**src/rtl/ex_stage_if.sv**
```systemverilog
// ID/EX -> EX -> EX/MEM bundle for the RV32IM execute stage.
// master = pipeline/ctrl side driving EX, slave = ex_stage.
interface ex_stage_if #(parameter int PC_W = 12);
  logic [5:0]      stall;
  logic [5:0]      flash;
  logic [PC_W-1:0] pc_i;
  logic [6:0]      ex_opcode;
  logic [2:0]      ex_funct3;
  logic [6:0]      ex_funct7;
  logic [31:0]     ex_reg1;
  logic [31:0]     ex_reg2;
  logic [4:0]      ex_wd;
  logic            ex_wreg;
  logic [31:0]     imm_i;
  logic [4:0]      wd_o;
  logic            wreg_o;
  logic [31:0]     wdata_o;
  logic [31:0]     mem_addr_o;
  logic [31:0]     mem_wdata_o;
  logic [6:0]      mem_opcode_o;
  logic [2:0]      mem_funct3_o;
  logic            branch_o;
  logic [PC_W-1:0] branch_addr_o;
  logic            stallreq_o;

  modport master (
    output stall, flash, pc_i, ex_opcode, ex_funct3, ex_funct7, ex_reg1, ex_reg2,
           ex_wd, ex_wreg, imm_i,
    input  wd_o, wreg_o, wdata_o, mem_addr_o, mem_wdata_o, mem_opcode_o, mem_funct3_o,
           branch_o, branch_addr_o, stallreq_o
  );

  modport slave (
    input  stall, flash, pc_i, ex_opcode, ex_funct3, ex_funct7, ex_reg1, ex_reg2,
           ex_wd, ex_wreg, imm_i,
    output wd_o, wreg_o, wdata_o, mem_addr_o, mem_wdata_o, mem_opcode_o, mem_funct3_o,
           branch_o, branch_addr_o, stallreq_o
  );
endinterface

```
**src/rtl/ex_stage.sv**
```systemverilog
// RV32IM execute stage: combinational ALU/branch/MUL, iterative restoring divider.
//  state | meaning
//  IDLE  | no divide in flight; a new DIV/REM latches operands here
//  RUN   | one restoring step per cycle, cnt_q 0..31
//  DONE  | signed result presented; held while EX is stalled
module ex_stage #(
  parameter int XLEN = 32,
  parameter int PC_W = 12
) (
  input logic       clk,
  input logic       rst,
  ex_stage_if.slave io
);

  localparam logic [6:0] OPC_OP     = 7'b0110011;
  localparam logic [6:0] OPC_OPIMM  = 7'b0010011;
  localparam logic [6:0] OPC_LUI    = 7'b0110111;
  localparam logic [6:0] OPC_AUIPC  = 7'b0010111;
  localparam logic [6:0] OPC_JAL    = 7'b1101111;
  localparam logic [6:0] OPC_JALR   = 7'b1100111;
  localparam logic [6:0] OPC_BRANCH = 7'b1100011;
  localparam logic [6:0] OPC_LOAD   = 7'b0000011;
  localparam logic [6:0] OPC_STORE  = 7'b0100011;

  localparam logic [1:0] S_IDLE = 2'd0;
  localparam logic [1:0] S_RUN  = 2'd1;
  localparam logic [1:0] S_DONE = 2'd2;

  logic [1:0]      state_q, state_d;
  logic [4:0]      cnt_q, cnt_d;
  logic [XLEN-1:0] quo_q, quo_d, rem_q, rem_d, dsr_q, dsr_d;
  logic            neg_q_q, neg_q_d, neg_r_q, neg_r_d, sel_rem_q, sel_rem_d;

  logic              kill, is_m, div_op, mul_op;
  logic              div_signed, sgn1, sgn2;
  logic [XLEN-1:0]   abs1, abs2, q_res, r_res, div_res;
  logic [XLEN:0]     r_sh, diff;
  logic [XLEN-1:0]   op2, alu_res, jalr_sum;
  logic [4:0]        shamt;
  logic              taken;
  logic [PC_W-1:0]   pc_plus4, br_tgt, jalr_tgt;
  logic signed [XLEN:0]     mul_a, mul_b;
  logic signed [2*XLEN+1:0] mul_p;
  logic [XLEN-1:0]   mul_res;

  logic [XLEN-1:0] wdata_c, maddr_c;
  logic            wreg_c, branch_c, stallreq_c;
  logic [PC_W-1:0] tgt_c;

  assign kill   = io.flash[3];
  assign is_m   = (io.ex_opcode == OPC_OP) && (io.ex_funct7 == 7'b0000001);
  assign div_op = is_m & io.ex_funct3[2];
  assign mul_op = is_m & ~io.ex_funct3[2];

  // Divider works on magnitudes; signs are re-applied in DONE.
  assign div_signed = ~io.ex_funct3[0];
  assign sgn1       = div_signed & io.ex_reg1[XLEN-1];
  assign sgn2       = div_signed & io.ex_reg2[XLEN-1];
  assign abs1       = sgn1 ? -io.ex_reg1 : io.ex_reg1;
  assign abs2       = sgn2 ? -io.ex_reg2 : io.ex_reg2;
  assign r_sh       = {rem_q, quo_q[XLEN-1]};
  assign diff       = r_sh - {1'b0, dsr_q};
  assign q_res      = neg_q_q ? -quo_q : quo_q;
  assign r_res      = neg_r_q ? -rem_q : rem_q;
  assign div_res    = sel_rem_q ? r_res : q_res;

  always_comb begin
    state_d   = state_q;
    cnt_d     = cnt_q;
    quo_d     = quo_q;
    rem_d     = rem_q;
    dsr_d     = dsr_q;
    neg_q_d   = neg_q_q;
    neg_r_d   = neg_r_q;
    sel_rem_d = sel_rem_q;
    case (state_q)
      S_IDLE: begin
        if (div_op && !kill) begin
          sel_rem_d = io.ex_funct3[1];
          neg_r_d   = sgn1;
          cnt_d     = 5'd0;
          dsr_d     = abs2;
          if (io.ex_reg2 == '0) begin
            // q = all ones unsigned, r = dividend: suppress quotient negation
            quo_d   = '1;
            rem_d   = abs1;
            neg_q_d = 1'b0;
            state_d = S_DONE;
          end else begin
            quo_d   = abs1;
            rem_d   = '0;
            neg_q_d = sgn1 ^ sgn2;
            state_d = S_RUN;
          end
        end
      end
      S_RUN: begin
        if (!diff[XLEN]) begin
          rem_d = diff[XLEN-1:0];
          quo_d = {quo_q[XLEN-2:0], 1'b1};
        end else begin
          rem_d = r_sh[XLEN-1:0];
          quo_d = {quo_q[XLEN-2:0], 1'b0};
        end
        cnt_d = cnt_q + 5'd1;
        if (cnt_q == 5'd31) state_d = S_DONE;
      end
      S_DONE: begin
        if (!io.stall[3]) state_d = S_IDLE;
      end
      default: state_d = S_IDLE;
    endcase
    if (kill) state_d = S_IDLE;
  end

  always_ff @(posedge clk or negedge rst) begin
    if (!rst) begin
      state_q   <= S_IDLE;
      cnt_q     <= '0;
      quo_q     <= '0;
      rem_q     <= '0;
      dsr_q     <= '0;
      neg_q_q   <= 1'b0;
      neg_r_q   <= 1'b0;
      sel_rem_q <= 1'b0;
    end else begin
      state_q   <= state_d;
      cnt_q     <= cnt_d;
      quo_q     <= quo_d;
      rem_q     <= rem_d;
      dsr_q     <= dsr_d;
      neg_q_q   <= neg_q_d;
      neg_r_q   <= neg_r_d;
      sel_rem_q <= sel_rem_d;
    end
  end

  assign op2   = (io.ex_opcode == OPC_OPIMM) ? io.imm_i : io.ex_reg2;
  assign shamt = op2[4:0];

  always_comb begin
    case (io.ex_funct3)
      3'b000:  alu_res = ((io.ex_opcode == OPC_OP) && io.ex_funct7[5]) ?
                         io.ex_reg1 - op2 : io.ex_reg1 + op2;
      3'b001:  alu_res = io.ex_reg1 << shamt;
      3'b010:  alu_res = {{(XLEN-1){1'b0}}, $signed(io.ex_reg1) < $signed(op2)};
      3'b011:  alu_res = {{(XLEN-1){1'b0}}, io.ex_reg1 < op2};
      3'b100:  alu_res = io.ex_reg1 ^ op2;
      3'b101:  alu_res = io.ex_funct7[5] ? $unsigned($signed(io.ex_reg1) >>> shamt) :
                                           io.ex_reg1 >> shamt;
      3'b110:  alu_res = io.ex_reg1 | op2;
      default: alu_res = io.ex_reg1 & op2;
    endcase
  end

  always_comb begin
    case (io.ex_funct3)
      3'b000:  taken = io.ex_reg1 == io.ex_reg2;
      3'b001:  taken = io.ex_reg1 != io.ex_reg2;
      3'b100:  taken = $signed(io.ex_reg1) <  $signed(io.ex_reg2);
      3'b101:  taken = $signed(io.ex_reg1) >= $signed(io.ex_reg2);
      3'b110:  taken = io.ex_reg1 <  io.ex_reg2;
      3'b111:  taken = io.ex_reg1 >= io.ex_reg2;
      default: taken = 1'b0;
    endcase
  end

  // 33x33 signed product covers MUL, MULH, MULHSU and MULHU.
  assign mul_a   = {(io.ex_funct3[1:0] != 2'b11) & io.ex_reg1[XLEN-1], io.ex_reg1};
  assign mul_b   = {(io.ex_funct3[1:0] == 2'b01) & io.ex_reg2[XLEN-1], io.ex_reg2};
  assign mul_p   = (2*XLEN+2)'(mul_a) * (2*XLEN+2)'(mul_b);
  assign mul_res = (io.ex_funct3[1:0] == 2'b00) ? mul_p[XLEN-1:0] : mul_p[2*XLEN-1:XLEN];

  assign pc_plus4 = io.pc_i + PC_W'(4);
  assign br_tgt   = io.pc_i + io.imm_i[PC_W-1:0];
  assign jalr_sum = io.ex_reg1 + io.imm_i;
  assign jalr_tgt = {jalr_sum[PC_W-1:1], 1'b0};

  always_comb begin
    wdata_c  = '0;
    wreg_c   = 1'b0;
    branch_c = 1'b0;
    tgt_c    = br_tgt;
    maddr_c  = '0;
    case (io.ex_opcode)
      OPC_OP: begin
        wreg_c  = io.ex_wreg;
        wdata_c = mul_op ? mul_res : alu_res;
      end
      OPC_OPIMM: begin
        wreg_c  = io.ex_wreg;
        wdata_c = alu_res;
      end
      OPC_LUI: begin
        wreg_c  = io.ex_wreg;
        wdata_c = io.imm_i;
      end
      OPC_AUIPC: begin
        wreg_c  = io.ex_wreg;
        wdata_c = {{(XLEN-PC_W){1'b0}}, io.pc_i} + io.imm_i;
      end
      OPC_JAL, OPC_JALR: begin
        wreg_c   = io.ex_wreg;
        wdata_c  = {{(XLEN-PC_W){1'b0}}, pc_plus4};
        branch_c = 1'b1;
        tgt_c    = (io.ex_opcode == OPC_JALR) ? jalr_tgt : br_tgt;
      end
      OPC_BRANCH: branch_c = taken;
      OPC_LOAD: begin
        wreg_c  = io.ex_wreg;
        maddr_c = jalr_sum;
      end
      OPC_STORE: maddr_c = jalr_sum;
      default: ;
    endcase
    if (state_q == S_DONE) begin
      wdata_c  = div_res;
      wreg_c   = io.ex_wreg & ~kill;
      branch_c = 1'b0;
    end else if ((state_q == S_RUN) || div_op) begin
      wdata_c  = '0;
      wreg_c   = 1'b0;
      branch_c = 1'b0;
    end
  end

  assign stallreq_c = !kill && (((state_q == S_IDLE) && div_op) || (state_q == S_RUN));

  always_comb begin
    if (rst) begin
      io.wd_o          = io.ex_wd;
      io.wreg_o        = wreg_c;
      io.wdata_o       = wdata_c;
      io.mem_addr_o    = maddr_c;
      io.mem_wdata_o   = io.ex_reg2;
      io.mem_opcode_o  = io.ex_opcode;
      io.mem_funct3_o  = io.ex_funct3;
      io.branch_o      = branch_c;
      io.branch_addr_o = tgt_c;
      io.stallreq_o    = stallreq_c;
    end else begin
      io.wd_o          = '0;
      io.wreg_o        = 1'b0;
      io.wdata_o       = '0;
      io.mem_addr_o    = '0;
      io.mem_wdata_o   = '0;
      io.mem_opcode_o  = '0;
      io.mem_funct3_o  = '0;
      io.branch_o      = 1'b0;
      io.branch_addr_o = '0;
      io.stallreq_o    = 1'b0;
    end
  end

  logic unused_ok;
  assign unused_ok = ^{io.stall[5:4], io.stall[2:0], io.flash[5:4], io.flash[2:0],
                       mul_p[2*XLEN+1:2*XLEN], jalr_sum[XLEN-1:PC_W], jalr_sum[0],
                       r_sh[XLEN]};

endmodule
```
**src/flat_wrapper.sv**
```systemverilog
// flat-port wrapper written by rule: the top's interface ports become plain ports
module ex_stage_flat 
#(
  parameter int XLEN = 32,
  parameter int PC_W = 12
)
  (clk, rst, io_stall, io_flash, io_pc_i, io_ex_opcode, io_ex_funct3, io_ex_funct7, io_ex_reg1, io_ex_reg2, io_ex_wd, io_ex_wreg, io_imm_i, io_wd_o, io_wreg_o, io_wdata_o, io_mem_addr_o, io_mem_wdata_o, io_mem_opcode_o, io_mem_funct3_o, io_branch_o, io_branch_addr_o, io_stallreq_o);
  ex_stage_if #(.PC_W(PC_W)) io_i ();
  input logic clk;
  input logic rst;
  input wire logic [$bits(io_i.stall)-1:0] io_stall;
  input wire logic [$bits(io_i.flash)-1:0] io_flash;
  input wire logic [$bits(io_i.pc_i)-1:0] io_pc_i;
  input wire logic [$bits(io_i.ex_opcode)-1:0] io_ex_opcode;
  input wire logic [$bits(io_i.ex_funct3)-1:0] io_ex_funct3;
  input wire logic [$bits(io_i.ex_funct7)-1:0] io_ex_funct7;
  input wire logic [$bits(io_i.ex_reg1)-1:0] io_ex_reg1;
  input wire logic [$bits(io_i.ex_reg2)-1:0] io_ex_reg2;
  input wire logic [$bits(io_i.ex_wd)-1:0] io_ex_wd;
  input wire logic [$bits(io_i.ex_wreg)-1:0] io_ex_wreg;
  input wire logic [$bits(io_i.imm_i)-1:0] io_imm_i;
  output wire logic [$bits(io_i.wd_o)-1:0] io_wd_o;
  output wire logic [$bits(io_i.wreg_o)-1:0] io_wreg_o;
  output wire logic [$bits(io_i.wdata_o)-1:0] io_wdata_o;
  output wire logic [$bits(io_i.mem_addr_o)-1:0] io_mem_addr_o;
  output wire logic [$bits(io_i.mem_wdata_o)-1:0] io_mem_wdata_o;
  output wire logic [$bits(io_i.mem_opcode_o)-1:0] io_mem_opcode_o;
  output wire logic [$bits(io_i.mem_funct3_o)-1:0] io_mem_funct3_o;
  output wire logic [$bits(io_i.branch_o)-1:0] io_branch_o;
  output wire logic [$bits(io_i.branch_addr_o)-1:0] io_branch_addr_o;
  output wire logic [$bits(io_i.stallreq_o)-1:0] io_stallreq_o;
  assign io_i.stall = io_stall;
  assign io_i.flash = io_flash;
  assign io_i.pc_i = io_pc_i;
  assign io_i.ex_opcode = io_ex_opcode;
  assign io_i.ex_funct3 = io_ex_funct3;
  assign io_i.ex_funct7 = io_ex_funct7;
  assign io_i.ex_reg1 = io_ex_reg1;
  assign io_i.ex_reg2 = io_ex_reg2;
  assign io_i.ex_wd = io_ex_wd;
  assign io_i.ex_wreg = io_ex_wreg;
  assign io_i.imm_i = io_imm_i;
  assign io_wd_o = io_i.wd_o;
  assign io_wreg_o = io_i.wreg_o;
  assign io_wdata_o = io_i.wdata_o;
  assign io_mem_addr_o = io_i.mem_addr_o;
  assign io_mem_wdata_o = io_i.mem_wdata_o;
  assign io_mem_opcode_o = io_i.mem_opcode_o;
  assign io_mem_funct3_o = io_i.mem_funct3_o;
  assign io_branch_o = io_i.branch_o;
  assign io_branch_addr_o = io_i.branch_addr_o;
  assign io_stallreq_o = io_i.stallreq_o;
  ex_stage #(.XLEN(XLEN), .PC_W(PC_W)) u_core (.clk(clk), .rst(rst), .io(io_i));
endmodule
```
**config.mk**
```make
export PLATFORM = sky130hd
export DESIGN_NAME = ex_stage_flat
export DESIGN_NICKNAME = d
export VERILOG_FILES = /design/src/rtl/ex_stage_if.sv /design/src/rtl/ex_stage.sv /design/src/flat_wrapper.sv
export SDC_FILE = /design/constraint.sdc
export NUM_CORES = 2
export LEC_CHECK = 0
export CAP_MARGIN = 20
export CORE_ASPECT_RATIO = 2
export CORE_MARGIN = 4
export CORE_UTILIZATION = 65
export CTS_BUF_LIST = sky130_fd_sc_hd__clkbuf_4
export DETAILED_ROUTE_END_ITERATION = 8
export GPL_ROUTABILITY_DRIVEN = 1
export GPL_TIMING_DRIVEN = 0
export PLACE_DENSITY = 0.95
export SYNTH_ARGS = -nofsm -noshare
export SYNTH_HDL_FRONTEND = slang
export SYNTH_SLANG_ARGS = --single-unit
```
**constraint.sdc**
```tcl
create_clock -name clk -period 14.1 [get_ports clk]
set_input_delay 1.41 -clock clk [delete_from_list [all_inputs] [get_ports clk]]
set_output_delay 1.41 -clock clk [all_outputs]
set_load 0.02 [all_outputs]
```
==> results of run 1 <==
-- per-layer routing --
metal / overflow / global-route usage (%)
met5: 27 / 56.5
met4: 888 / 90.0
met3: 188 / 76.7
met2: 2185 / 102
met1: 211 / 81.0
-- cell usage after synthesis, types with 63 or more instances --
cell                       instances
sky130_fd_sc_hd__mux2i_1         126
sky130_fd_sc_hd__buf_1            76
sky130_fd_sc_hd__ha_1            459
sky130_fd_sc_hd__nand3_1          88
sky130_fd_sc_hd__and2_1          102
sky130_fd_sc_hd__fa_1           1130
sky130_fd_sc_hd__a211oi_1         65
sky130_fd_sc_hd__xnor2_1         213
sky130_fd_sc_hd__dfrtp_1         106
sky130_fd_sc_hd__nor2_1          688
sky130_fd_sc_hd__a31oi_1          63
sky130_fd_sc_hd__a21o_1           76
sky130_fd_sc_hd__nor3_1           81
sky130_fd_sc_hd__a21oi_1         353
sky130_fd_sc_hd__xor2_1           93
sky130_fd_sc_hd__nand2_1        1139
sky130_fd_sc_hd__o21ai_0         355
sky130_fd_sc_hd__clkbuf_1        368
sky130_fd_sc_hd__inv_1          1384
-- stage by stage --
step	util, %	worst slack (ns)	setup TNS (ns)
3_3_place_gp	69.9	-1.44	-15.97
4_1_cts	70.4	0.00330	0
2_1_floorplan	-	2.82	0
3_5_place_dp	70.1	-1.89	-25.14
-- timing repair --
action | 4_1_cts
setup buffers | 4
gates resized for setup | 105
pin swaps | 1
setup endpoints to repair | 30
-- cells by family after synthesis --
logic type / Yosys count / synth area share, %
AO/OA/AOI/OAI: 1397 / 14.6
buffers and inverters: 1890 / 11.7
XOR/XNOR: 306 / 4.36
multiplexers: 147 / 2.49
AND/OR/NAND/NOR: 2373 / 16.5
flip-flops: 106 / 4.31
adder cells (fa/ha/maj): 1589 / 46.1
==> run_summary.xml, run 1 <==
<?xml version="1.0" encoding="UTF-8"?>
<metrics>
  <group name="floorplan">
    <metric name="core.rowCount" unit="">159</metric>
    <metric name="floorplan.die.height" unit="um">443</metric>
    <metric name="die_w" unit="um">226</metric>
    <metric name="effective_utilization_at_floorplan" unit="%">65.5</metric>
    <metric name="pin_count" unit="">271</metric>
  </group>
  <group name="clock_network">
    <metric name="cts_hold_repair.buffers" unit="">0</metric>
    <metric name="cts_buf_count" unit="">9</metric>
    <metric name="cts.sinks" unit="">106</metric>
    <metric name="clock_tree.buffer_depth" unit="">2</metric>
    <metric name="root_buffer" unit="">sky130_fd_sc_hd__clkbuf_4</metric>
    <metric name="cts.htree.levels" unit="">3</metric>
  </group>
  <group name="global_route">
    <metric name="overflow_left_after_global_routing" unit="">3499</metric>
    <metric name="grt_max_degree" unit="">67</metric>
    <metric name="grtUsageTotal" unit="%">86.9</metric>
    <metric name="grt_pass1_vias" unit="">83500</metric>
    <metric name="grt_pass1_wl" unit="mm">637</metric>
  </group>
  <group name="placement">
    <metric name="placed_cell_area" unit="um^2">65800</metric>
    <metric name="post-dp-hpwl" unit="mm">268</metric>
    <metric name="globalplace.congestion" unit="">1.72</metric>
    <metric name="place.detailed.instances" unit="">9289</metric>
    <metric name="io_buffer_count" unit="">257</metric>
  </group>
  <group name="synth">
    <metric name="synthesis.area_per_instance" unit="um^2">7.88</metric>
    <metric name="post_synth_inst_count" unit="">7808</metric>
    <metric name="synth_top_cell_area_share" unit="%">36.8</metric>
    <metric name="synth-seq-cells" unit="">106</metric>
    <metric name="yosysTopAreaCell" unit="">sky130_fd_sc_hd__fa_1</metric>
    <metric name="ys_dominant_reg_cell" unit="">sky130_fd_sc_hd__dfrtp_1</metric>
    <metric name="synth.net_count" unit="">9542</metric>
    <metric name="number_of_flops_mapped_to_enable_cells_by_yosys" unit="">0</metric>
    <metric name="post_synth_instance_area" unit="um^2">61500</metric>
    <metric name="ys_seq_area_share" unit="%">4.31</metric>
    <metric name="ranking_of_synthesized_cells_by_area" unit="">sky130_fd_sc_hd__fa_1, sky130_fd_sc_hd__ha_1, sky130_fd_sc_hd__inv_1, sky130_fd_sc_hd__nand2_1, sky130_fd_sc_hd__dfrtp_1</metric>
    <metric name="yosysWarnings" unit="">0</metric>
    <metric name="count_of_cell_types_in_the_netlist" unit="">92</metric>
    <metric name="synth-async-reset-ratio" unit="%">100</metric>
  </group>
  <group name="status">
    <metric name="outcome" unit="">aborted with a tool error</metric>
    <metric name="stop_stage" unit="">global routing (5_1_grt)</metric>
    <metric name="error" unit="">[ERROR GRT-0116] Global routing finished with congestion. Check the congestion regions in the DRC Viewer.</metric>
  </group>
</metrics>
==> inputs of run 2 (changes only) <==
--- a/config.mk
+++ b/config.mk
@@ -6,14 +6,12 @@
 export NUM_CORES = 2
 export LEC_CHECK = 0
 export CAP_MARGIN = 20
-export CORE_ASPECT_RATIO = 2
 export CORE_MARGIN = 4
-export CORE_UTILIZATION = 65
-export CTS_BUF_LIST = sky130_fd_sc_hd__clkbuf_4
+export CORE_UTILIZATION = 40
 export DETAILED_ROUTE_END_ITERATION = 8
 export GPL_ROUTABILITY_DRIVEN = 1
 export GPL_TIMING_DRIVEN = 0
-export PLACE_DENSITY = 0.95
+export PLACE_DENSITY_LB_ADDON = 0.15
 export SYNTH_ARGS = -nofsm -noshare
 export SYNTH_HDL_FRONTEND = slang
 export SYNTH_SLANG_ARGS = --single-unit
==> run_summary.xml, run 2 <==
<?xml version="1.0" encoding="UTF-8"?>
<metrics>
  <group name="timing">
    <metric name="setup_viol" unit="">5</metric>
    <metric name="finalMaxSlewViolations" unit="">0</metric>
    <metric name="maxSlewHeadroom" unit="%">8.89</metric>
    <metric name="max_clock_freq" unit="MHz">70.3</metric>
    <metric name="post-route-period-util" unit="%">101</metric>
    <metric name="clock-skew-final" unit="ns">0.00704</metric>
    <metric name="grt_setup_unrepaired" unit="">yes</metric>
    <metric name="setup_slack" unit="ns">-0.134</metric>
    <metric name="timing.final.hold_violations" unit="">0</metric>
    <metric name="tightest_slew" unit="ns">1.36</metric>
    <metric name="period_minus_slack" unit="ns">14.23</metric>
  </group>
  <group name="synth">
    <metric name="synth.most_common_cell" unit="">sky130_fd_sc_hd__inv_1</metric>
    <metric name="count_of_cell_types_in_the_netlist" unit="">92</metric>
    <metric name="synth-seq-cells" unit="">106</metric>
    <metric name="synthesis.area_per_instance" unit="um^2">7.88</metric>
    <metric name="yosysWarnings" unit="">0</metric>
    <metric name="synthMuxAreaShare" unit="%">2.49</metric>
    <metric name="post_synth_instance_area" unit="um^2">61500</metric>
    <metric name="ys_seq_area_share" unit="%">4.31</metric>
    <metric name="yosysTopAreaCell" unit="">sky130_fd_sc_hd__fa_1</metric>
    <metric name="synth_top_family_by_area" unit="">adder cells</metric>
    <metric name="ranking_of_synthesized_cells_by_area" unit="">sky130_fd_sc_hd__fa_1, sky130_fd_sc_hd__ha_1, sky130_fd_sc_hd__inv_1, sky130_fd_sc_hd__nand2_1, sky130_fd_sc_hd__dfrtp_1</metric>
    <metric name="synth-async-reset-ratio" unit="%">100</metric>
    <metric name="synth_top_cell_area_share" unit="%">36.8</metric>
    <metric name="ys_dominant_reg_cell" unit="">sky130_fd_sc_hd__dfrtp_1</metric>
    <metric name="compound_cell_area_share_of_the_yosys_netlist" unit="%">14.6</metric>
    <metric name="yosys.area_share.xor_xnor" unit="%">4.36</metric>
    <metric name="number_of_flops_mapped_to_enable_cells_by_yosys" unit="">0</metric>
    <metric name="synth_simple_gate_area_share" unit="%">16.5</metric>
    <metric name="post_synth_inst_count" unit="">7808</metric>
    <metric name="synth_adder_area_share" unit="%">46.1</metric>
    <metric name="synth_top_cells_by_count" unit="">sky130_fd_sc_hd__inv_1, sky130_fd_sc_hd__nand2_1, sky130_fd_sc_hd__fa_1, sky130_fd_sc_hd__nor2_1, sky130_fd_sc_hd__ha_1</metric>
    <metric name="synth.net_count" unit="">9542</metric>
  </group>
  <group name="clock_network">
    <metric name="root_buffer" unit="">sky130_fd_sc_hd__clkbuf_16</metric>
    <metric name="clk_pin_slew_worst_paths" unit="ns">0.08</metric>
    <metric name="cts.htree.levels" unit="">3</metric>
    <metric name="cts_buf_count" unit="">9</metric>
    <metric name="clock_tree.buffer_depth" unit="">2</metric>
    <metric name="cts.sinks" unit="">106</metric>
    <metric name="cts_tree" unit="">yes</metric>
    <metric name="clkLatencyLatePin" unit="ns">0.38</metric>
  </group>
  <group name="route">
    <metric name="initialDrtViolationCount" unit="">7636</metric>
    <metric name="vias_per_cell" unit="">6.06</metric>
    <metric name="wl" unit="mm">354</metric>
    <metric name="antenna_violating_nets_post_route" unit="">0</metric>
    <metric name="vias_post_dr" unit="">61700</metric>
    <metric name="total_met3_wirelength_after_detailed_routing" unit="mm">37.3</metric>
    <metric name="avgRoutedWirePerCell" unit="um">34.8</metric>
    <metric name="remaining_drc_errors" unit="">0</metric>
    <metric name="dr.max_layer_used" unit="">met5</metric>
    <metric name="drt_first_pass_iters" unit="">6</metric>
    <metric name="wirelength_met1" unit="mm">135</metric>
    <metric name="met2_wirelength" unit="mm">151</metric>
  </group>
  <group name="critical_path">
    <metric name="setup.worst_path.end_class" unit="">output pin</metric>
    <metric name="crit_type" unit="">in -&gt; out</metric>
    <metric name="cp_data_arrival_time" unit="ns">12.82</metric>
    <metric name="path_delay_family" unit="">adder cells</metric>
    <metric name="critical_path.n_buffers_inverters" unit="">10</metric>
    <metric name="critical-path-top-cell-by-count" unit="">sky130_fd_sc_hd__fa_1</metric>
    <metric name="timing.critical_path.slowest_stage_cell" unit="">sky130_fd_sc_hd__clkbuf_1</metric>
    <metric name="cp_slowest_stage_delay" unit="ns">0.79</metric>
    <metric name="critical_path.startpoint" unit="">io_ex_reg1[5]</metric>
    <metric name="worst-endpoint-required" unit="ns">12.69</metric>
    <metric name="critical_path_peak_fanout" unit="">10</metric>
    <metric name="startpoint_type" unit="">primary input</metric>
    <metric name="worstReg2RegStart" unit="">u_core.quo_q[31]$_DFFE_PN0P_</metric>
  </group>
  <group name="layout">
    <metric name="number_of_fillers_in_the_final_layout" unit="">15800</metric>
    <metric name="mostFrequentLayoutCells" unit="">sky130_fd_sc_hd__inv_1, sky130_fd_sc_hd__nand2_1, sky130_fd_sc_hd__fa_1</metric>
    <metric name="final_design_area_no_fill" unit="um^2">68200</metric>
    <metric name="instances_no_fill" unit="">10200</metric>
    <metric name="post_route_cells_drive_above_1_share" unit="%">4.32</metric>
    <metric name="reg.largest.list" unit="">u_core.dsr_q: 32 flops, u_core.quo_q: 32 flops, u_core.rem_q: 32 flops</metric>
    <metric name="final_common_cell" unit="">sky130_fd_sc_hd__inv_1</metric>
    <metric name="finish.utilization" unit="%">44.7</metric>
    <metric name="area_growth" unit="%">10.8</metric>
    <metric name="final_nets" unit="">9854</metric>
  </group>
  <group name="global_route">
    <metric name="overflow_left_after_global_routing" unit="">0</metric>
    <metric name="grtUsageTotal" unit="%">43.3</metric>
    <metric name="grt_max_degree" unit="">70</metric>
    <metric name="grt_antenna_before_repair" unit="">30</metric>
    <metric name="grt_pass1_vias" unit="">61600</metric>
    <metric name="grt_pass1_wl" unit="mm">490</metric>
  </group>
  <group name="placement">
    <metric name="globalplace.congestion" unit="">1.09</metric>
    <metric name="io_buffer_count" unit="">257</metric>
    <metric name="post-dp-hpwl" unit="mm">301</metric>
    <metric name="place.detailed.instances" unit="">10100</metric>
    <metric name="placed_cell_area" unit="um^2">67300</metric>
  </group>
  <group name="floorplan">
    <metric name="pin_count" unit="">271</metric>
    <metric name="die_w" unit="um">400</metric>
    <metric name="placeableCoreArea" unit="um^2">152000</metric>
    <metric name="design.die.area" unit="um^2">160000</metric>
    <metric name="core.rowCount" unit="">143</metric>
    <metric name="effective_utilization_at_floorplan" unit="%">40.4</metric>
    <metric name="floorplan.die.height" unit="um">400</metric>
  </group>
  <group name="hold_path">
    <metric name="launch_instance_of_the_worst_min_delay_path" unit="">u_core.dsr_q[25]$_DFFE_PN0P_</metric>
    <metric name="min_path_type" unit="">reg -&gt; reg</metric>
  </group>
  <group name="status">
    <metric name="outcome" unit="">complete, but fails checks</metric>
    <metric name="failed_checks" unit="">setup timing</metric>
  </group>
  <group name="job">
    <metric name="max_cap_violations" unit="">0</metric>
  </group>
</metrics>
==> run 2: cell counts after synthesis <==
No cell type changed its count.
==> run 2: area by class of cell <==
cell class	instances	area, um^2	share of cell area, %
Timing Repair Buffer	322	3430	5.03
Buffer	460	2060	3.02
Multi-Input combinational cell	5812	51800	76.0
Inverter	1409	5340	7.83
Clock buffer	9	225	0.330
Sequential cell	106	2650	3.89
Clock inverter	7	101	0.149
Antenna cell	15	37.5	0.0551
Tap cell	2030	2540	3.73
==> run 2: routing by layer <==
layer  track usage, %  vias up
met5                0        -
met4             28.0       16
met3             10.3      942
met2             65.7     3784
met1             55.4    31400
li1                 -    25500
==> run 2: through the flow <==
stage	hold slack [ns]	setup slack [ns]	TNS, ns
6_report	0.483	-0.134	-0.341
5_1_grt	0.512	-0.0104	-0.0109
4_1_cts	0.487	0.00150	0
3_5_place_dp	0.470	-3.05	-61.93
3_3_place_gp	0.464	-2.93	-62.15
2_1_floorplan	0.450	2.82	0
==> run 2: worst register-to-register path, cell delays in order, from the launching register on <==
cell	delay, ns
sky130_fd_sc_hd__dfrtp_1	0.44
sky130_fd_sc_hd__inv_1	0.20
sky130_fd_sc_hd__ha_1	0.28
sky130_fd_sc_hd__fa_1	0.41
sky130_fd_sc_hd__nor2b_1	0.25
sky130_fd_sc_hd__o31ai_1	0.16
sky130_fd_sc_hd__a211oi_1	0.56
sky130_fd_sc_hd__o211ai_1	0.24
sky130_fd_sc_hd__a21oi_1	0.28
sky130_fd_sc_hd__a31oi_1	0.20
sky130_fd_sc_hd__mux2_2	0.30
sky130_fd_sc_hd__nor2_1	0.43
sky130_fd_sc_hd__clkbuf_1	0.61
sky130_fd_sc_hd__nor2_1	0.15
sky130_fd_sc_hd__a21oi_1	0.17
sky130_fd_sc_hd__o221ai_1	0.13
==> run 2: worst paths after layout <==
path | to | slack (ns) | cells after the start
max in group asynchronous | u_core.dsr_q[22]$_DFFE_PN0P_ | 12.43 | 2
min reg2reg | u_core.dsr_q[25]$_DFFE_PN0P_ | 0.48 | 2
max | io_wdata_o[16] | -0.13 | 31
max reg2reg | u_core.rem_q[7]$_DFFE_PN0P_ | 9.13 | 15
min in group asynchronous | u_core.rem_q[1]$_DFFE_PN0P_ | 0.95 | 1
min | u_core.dsr_q[25]$_DFFE_PN0P_ | 0.48 | 2
==> run 2: timing repair <==
item	CTS	global route
pin swaps	0	1
setup endpoints to repair	32	21
hold buffers	0	0
gates resized for setup	156	151
buffers inserted	3	14
==> run 2: kinds of logic after synthesis <==
group | Yosys count
AOI/OAI and AO/OA | 1397
DFF | 106
buffers and inverters | 1890
muxes | 147
and+or+nand+nor | 2373
adders and majority gates | 1589
xor gates and xnor gates | 306
Power of run 2 is left out: the tool's default activity adds up to more than one toggle a clock period on the data nets, which glitch-free logic cannot reach.
